--- src/rtl/data_mem_arb_pkg.sv ---
// rtl/data_mem_arb_pkg.sv - shared types and helpers for the data RAM arbiter
// Contents:
//   arb_state_t      arbiter FSM state (IDLE, EXT_BURST)
//   owner_t          access owner tag (OWN_NONE, OWN_CPU, OWN_EXT)
//   burst_cnt_width  width of a counter able to hold 0..max_burst
package data_mem_arb_pkg;

    typedef enum logic [0:0] {
        IDLE      = 1'b0,
        EXT_BURST = 1'b1
    } arb_state_t;

    typedef enum logic [1:0] {
        OWN_NONE = 2'd0,
        OWN_CPU  = 2'd1,
        OWN_EXT  = 2'd2
    } owner_t;

    function automatic int burst_cnt_width(input int max_burst);
        return $clog2(max_burst + 1);
    endfunction

endpackage

--- src/rtl/arb_burst_limiter.sv ---
// rtl/arb_burst_limiter.sv - counts locked external beats and flags the burst limit
// Ports:
//   clock, reset  system clock, synchronous active-high reset
//   beat          locked external grant this cycle (counts one beat)
//   clear         burst ends at this edge; counter returns to zero
//   limit_hit     this beat takes the count to MAX_BURST (combinational)
module arb_burst_limiter #(
    parameter int MAX_BURST = 8,
    parameter int CNT_W     = 4
) (
    input  logic clock,
    input  logic reset,
    input  logic beat,
    input  logic clear,
    output logic limit_hit
);

    localparam logic [CNT_W-1:0] MAX_CNT = CNT_W'(MAX_BURST);

    logic [CNT_W-1:0] burst_cnt;
    logic [CNT_W-1:0] cnt_inc;

    assign cnt_inc   = burst_cnt + CNT_W'(1);
    assign limit_hit = beat && (cnt_inc == MAX_CNT);

    // clear wins over beat so the beat that reaches the limit leaves zero behind
    always_ff @(posedge clock) begin
        if (reset || clear) begin
            burst_cnt <= '0;
        end else if (beat) begin
            burst_cnt <= cnt_inc;
        end
    end

endmodule

--- src/rtl/data_mem_arbiter.sv ---
// rtl/data_mem_arbiter.sv - single-port data RAM arbiter between CPU and external requester
// Build option: MEM_ARB_RR_EN selects round-robin between requesters in IDLE
// (default: fixed CPU priority). Locked external bursts behave the same in both builds.
// Ports:
//   clock, reset                       system clock, synchronous active-high reset
//   cpu_req/we/addr/wdata              CPU request side
//   cpu_gnt, cpu_stall                 CPU grant (combinational) and pipeline stall
//   cpu_rvalid, cpu_rdata              CPU read return, one cycle after a read grant
//   ext_req/lock/we/addr/wdata         external request side, lock holds ownership
//   ext_gnt, ext_rvalid, ext_rdata     external grant and read return
//   mem_we/addr/wdata, mem_rdata       RAM command and 1-cycle-latency read data
module data_mem_arbiter
    import data_mem_arb_pkg::*;
#(
    parameter int ADDR_SIZE = 18,
    parameter int WORD_SIZE = 18,
    parameter int MAX_BURST = 8
) (
    input  logic                 clock,
    input  logic                 reset,
    input  logic                 cpu_req,
    input  logic                 cpu_we,
    input  logic [ADDR_SIZE-1:0] cpu_addr,
    input  logic [WORD_SIZE-1:0] cpu_wdata,
    output logic                 cpu_gnt,
    output logic                 cpu_stall,
    output logic                 cpu_rvalid,
    output logic [WORD_SIZE-1:0] cpu_rdata,
    input  logic                 ext_req,
    input  logic                 ext_lock,
    input  logic                 ext_we,
    input  logic [ADDR_SIZE-1:0] ext_addr,
    input  logic [WORD_SIZE-1:0] ext_wdata,
    output logic                 ext_gnt,
    output logic                 ext_rvalid,
    output logic [WORD_SIZE-1:0] ext_rdata,
    output logic                 mem_we,
    output logic [ADDR_SIZE-1:0] mem_addr,
    output logic [WORD_SIZE-1:0] mem_wdata,
    input  logic [WORD_SIZE-1:0] mem_rdata
);

    localparam int CNT_W = burst_cnt_width(MAX_BURST);

    arb_state_t state;
    arb_state_t state_next;
    owner_t     rd_owner;
    logic       limit_hit;
    logic       burst_beat;
    logic       burst_clear;

`ifdef MEM_ARB_RR_EN
    owner_t     last_owner;
`endif

    // Grant selection; nothing is granted while reset is held
    always_comb begin
        cpu_gnt = 1'b0;
        ext_gnt = 1'b0;
        if (!reset) begin
            case (state)
                IDLE: begin
`ifdef MEM_ARB_RR_EN
                    if (cpu_req && ext_req) begin
                        if (last_owner == OWN_CPU) begin
                            ext_gnt = 1'b1;
                        end else begin
                            cpu_gnt = 1'b1;
                        end
                    end else begin
                        cpu_gnt = cpu_req;
                        ext_gnt = ext_req;
                    end
`else
                    cpu_gnt = cpu_req;
                    ext_gnt = ext_req && !cpu_req;
`endif
                end
                EXT_BURST: begin
                    ext_gnt = ext_req;
                end
                default: begin
                    cpu_gnt = 1'b0;
                    ext_gnt = 1'b0;
                end
            endcase
        end
    end

    assign cpu_stall = cpu_req && !cpu_gnt && !reset;

    // RAM command: external values only when external wins, CPU values otherwise
    assign mem_we    = (cpu_gnt && cpu_we) || (ext_gnt && ext_we);
    assign mem_addr  = ext_gnt ? ext_addr  : cpu_addr;
    assign mem_wdata = ext_gnt ? ext_wdata : cpu_wdata;

    assign burst_beat = ext_gnt && ext_lock;

    // A lock beat that already reaches the limit (MAX_BURST == 1) never enters EXT_BURST
    always_comb begin
        state_next = state;
        case (state)
            IDLE: begin
                if (burst_beat && !limit_hit) begin
                    state_next = EXT_BURST;
                end
            end
            EXT_BURST: begin
                if (!ext_req || !ext_lock || limit_hit) begin
                    state_next = IDLE;
                end
            end
            default: state_next = IDLE;
        endcase
    end

    assign burst_clear = (state_next == IDLE);

    arb_burst_limiter #(
        .MAX_BURST (MAX_BURST),
        .CNT_W     (CNT_W)
    ) u_limiter (
        .clock     (clock),
        .reset     (reset),
        .beat      (burst_beat),
        .clear     (burst_clear),
        .limit_hit (limit_hit)
    );

    always_ff @(posedge clock) begin
        if (reset) begin
            state    <= IDLE;
            rd_owner <= OWN_NONE;
        end else begin
            state <= state_next;
            if (cpu_gnt && !cpu_we) begin
                rd_owner <= OWN_CPU;
            end else if (ext_gnt && !ext_we) begin
                rd_owner <= OWN_EXT;
            end else begin
                rd_owner <= OWN_NONE;
            end
        end
    end

`ifdef MEM_ARB_RR_EN
    always_ff @(posedge clock) begin
        if (reset) begin
            last_owner <= OWN_CPU;
        end else if (cpu_gnt) begin
            last_owner <= OWN_CPU;
        end else if (ext_gnt) begin
            last_owner <= OWN_EXT;
        end
    end
`endif

    // Read data is broadcast; rvalid tells which requester owns it
    assign cpu_rvalid = (rd_owner == OWN_CPU);
    assign ext_rvalid = (rd_owner == OWN_EXT);
    assign cpu_rdata  = mem_rdata;
    assign ext_rdata  = mem_rdata;

endmodule

--- config.mk ---
export PLATFORM = sky130hd
export DESIGN_NAME = data_mem_arbiter
export DESIGN_NICKNAME = d
export VERILOG_FILES = /design/src/rtl/data_mem_arb_pkg.sv /design/src/rtl/arb_burst_limiter.sv /design/src/rtl/data_mem_arbiter.sv
export SDC_FILE = /design/constraint.sdc
export NUM_CORES = 1
export LEC_CHECK = 0
export ABC_AREA = 1
export CELL_PAD_IN_SITES_DETAIL_PLACEMENT = 1
export CELL_PAD_IN_SITES_GLOBAL_PLACEMENT = 1
export CORE_MARGIN = 5
export CORE_UTILIZATION = 12
export DETAILED_ROUTE_END_ITERATION = 8
export PLACE_DENSITY = 0.95
export SETUP_SLACK_MARGIN = 0.3
export SLEW_MARGIN = 20
export SYNTH_ARGS = -nofsm -noshare
export SYNTH_HDL_FRONTEND = slang
export SYNTH_SLANG_ARGS = --single-unit
--- constraint.sdc ---
create_clock -name clock -period 1.18 [get_ports clock]
set_input_delay 0.236 -clock clock [delete_from_list [all_inputs] [get_ports clock]]
set_output_delay 0.236 -clock clock [all_outputs]
set_load 0.02 [all_outputs]
==> flow_metrics.env, run 1 <==
export IMPL_syn_inst=199
export IMPL_yosys_area_top_type="nand2_1"
export IMPL_insertion_delay_ps=230
export IMPL_synth_fp_nets=297
export IMPL_ir_drop_mv=0.3729
export IMPL_viasPerCell=3.845
export IMPL_grt_pass1_vias=1760
export IMPL_grtUsageMet3_pct=3.083
export IMPL_routabilityCongestion=0.6700
export IMPL_wl_per_cell_um=14.91
export IMPL_violations="negative setup slack"
export IMPL_tightest_slew_ps=204.7
export IMPL_path_clk_slew_ps=40
export IMPL_finalNetCount=403
export IMPL_max_clock_freq_mhz=613.3
export IMPL_hold_viol=0
export IMPL_top_usage_layer="met2"
export IMPL_status="finished with violations"
export IMPL_worst_slack_ps=-450.4
export IMPL_route_detailed_drc=0
export IMPL_worstRegToRegCells=9
export IMPL_finalWirelength_mm=6.144
export IMPL_area_growth_pct=158.6
export IMPL_vias=1584
export IMPL_reg2reg_slack_ps=-120
export IMPL_grt_max_degree=21
export IMPL_syn_area_um2=1074
export IMPL_synth_top_area_share_pct=41.26
export IMPL_grt_util_met1_pct=9.433
export IMPL_ant_nets=0
export IMPL_skew_ps=0.6757
export IMPL_rr_startpoint="state"
export IMPL_finalMaxSlewViolations=0
export IMPL_yosysWarnings=0
export IMPL_antenna_cells=0
export IMPL_cts_tree="done"
export IMPL_period_share_pct=138.2
export IMPL_cp_arrival_ps=1390
export IMPL_synth_area_leaders="nand2_1, buf_4, dfxtp_1"
export IMPL_grt_antenna_before_repair=0
export IMPL_finalCriticalPeriod_ps=1630
export IMPL_finalPower_w=0.001647
export IMPL_pre_cts_ws_ps=-1065
export IMPL_hp_start="mem_rdata[16]"
export IMPL_cts_num_sinks=7
export IMPL_startpoint_type="flip-flop"
export IMPL_start_util_pct=12.31
export IMPL_reg2reg_to="u_limiter.burst_cnt[1]"
export IMPL_worst_ep_required_time_ps=940
export IMPL_drive_above_1_share_pct=51.64
export IMPL_use_met2_pct=20.09
export IMPL_final_common_cell="clkdlybuf4s50_1"
export IMPL_drt_iter0_markers=23
export IMPL_hold_end="cpu_rdata[16]"
export IMPL_hpwl_mm=4.454
export IMPL_cap_violations=0
export IMPL_dieArea_um2=10940
export IMPL_grt_pass1_wl_mm=8.769
export IMPL_die_h_um=104.6
export IMPL_ys_ff_latch=7
export IMPL_hold_slack_ps=472.0
export IMPL_dieWidth_um=104.6
export IMPL_end_kind="output pin"
export IMPL_relSlewSlack_pct=86.33
export IMPL_synth_avg_cell_area_um2=5.395
export IMPL_placeableCoreArea_um2=8721
export IMPL_power_density_nw_per_um2=593.1
export IMPL_cts_root_buf="clkbuf_8"
export IMPL_crit_path_max_fanout=5
export IMPL_grtUsageTotal_pct=9.843
export IMPL_yosysSeqAreaShare_pct=13.05
export IMPL_rsz0062_at_grt="true"
export IMPL_hp_class="in2out"
export IMPL_holdPathStages=0
export IMPL_report_final_setup_viol=43
export IMPL_leakage_nw=1.322
export IMPL_htree_levels=1
export IMPL_numPortBuffers=120
export IMPL_final_cell_mix="clkdlybuf4s50_1, nand2_2, nand2_1"
export IMPL_synth_cell_type_count=17
export IMPL_crit_type="reg2out"
export IMPL_numCtsBuffers=3
export IMPL_detail_route_first_pass_iterations=4
export IMPL_ios=175
export IMPL_clk_path_buf_depth=2
export IMPL_fp_row_count=34
export IMPL_cts_hold_buf=0
export IMPL_grt_ovfl_total=0
## worst max path at each step
stage	from	endpoint	slack, ps	cells past startpoint
finish	state	mem_wdata[3]	-450	10
global route	state	mem_addr[10]	-490	10
CTS	state	mem_addr[4]	-440	10
detailed placement	reset	mem_addr[0]	-1060	7
global placement	reset	mem_addr[0]	-1010	7
floorplan	state	mem_addr[10]	1	8
## where the power goes
part | leakage, nW | total, W | internal [W] | switching [W]
Combinational | 1.24 | 0.00105 | 0.000602 | 0.000451
Clock | 0.0228 | 0.000345 | 0.000234 | 0.000110
Sequential | 0.0594 | 0.000249 | 0.000243 | 0.00000557
## critical path, stage by stage (launching register included)
cell and delay (ps):
dfxtp_2 310, inv_2 60, nand2_2 70, nand2_4 80, inv_4 40, buf_6 110
buf_12 120, buf_16 140, nand2_2 60, nand2_2 50, buf_6 120
## per-stage QoR
step | util (%) | setup TNS, ps | std cells | area [um2]
after floorplan | - | 0 | 199 | 1174
after global placement | 25.57 | -39370 | 388 | 2230
final | 31.84 | -15460 | 412 | 2776
after global routing | 31.84 | -17560 | 412 | 2776
after detailed placement | 25.57 | -41450 | 388 | 2230
after CTS | 28.78 | -14960 | 403 | 2510
## synthesized netlist by cell type
cell type  count
a21oi_2        1
buf_2          2
buf_4         38
buf_6          4
dfxtp_1        7
ha_1           1
inv_1         11
inv_2          1
nand2_1      118
nand2_2        1
nand3_1        1
nand4_1        2
nor2_1         8
nor2_2         1
nor2_4         1
nor3_1         1
o211ai_1       1
## layout make-up
cell class                 count  area [um2]
clock buffer                   4       45.04
fill                        1036        5944
inverter                      12       47.55
multi-input combinational    136       792.0
sequential                     7       148.9
tap                          108       135.1
timing repair buffer         145        1608
## kinds of logic (layout without fill, tap and decap cells)
group / Yosys count / after routing / synth area share, %
compound gates: 2 / 2 / 1.516
simple gates: 133 / 133 / 48.37
buf+inv: 56 / 161 / 35.90
flops: 7 / 7 / 13.05
fa+ha+maj: 1 / 1 / 1.165
## sequential cells by signal (all words and copies together), names as in the netlist
| signal | cells |
|---|---|
| rd_owner | 2 |
| state | 1 |
| u_limiter.burst_cnt | 4 |
## metal layers
layer / vias up / wire, um
met2: 69 / 3526
met4: 0 / 42
met3: 8 / 454
li1: 766 / -
met5: - / 0
met1: 741 / 2119
## what timing repair did
item	CTS	global route
buffers inserted	8	5
endpoints found under the setup margin	48	48
gates resized for setup	275	41
pin swaps	8	6
cloned	3	4
(Power assumes the default switching activity.)
==> run 2: changes to the inputs <==
--- a/config.mk
+++ b/config.mk
@@ -11,6 +11,7 @@
 export CORE_MARGIN = 5
 export CORE_UTILIZATION = 12
 export DETAILED_ROUTE_END_ITERATION = 8
+export GPL_ROUTABILITY_DRIVEN = 0
 export PLACE_DENSITY = 0.95
 export SETUP_SLACK_MARGIN = 0.3
 export SLEW_MARGIN = 20
==> results of run 2 <==
Same layout as run 1: the final DEF is identical, and so are final timing and power.
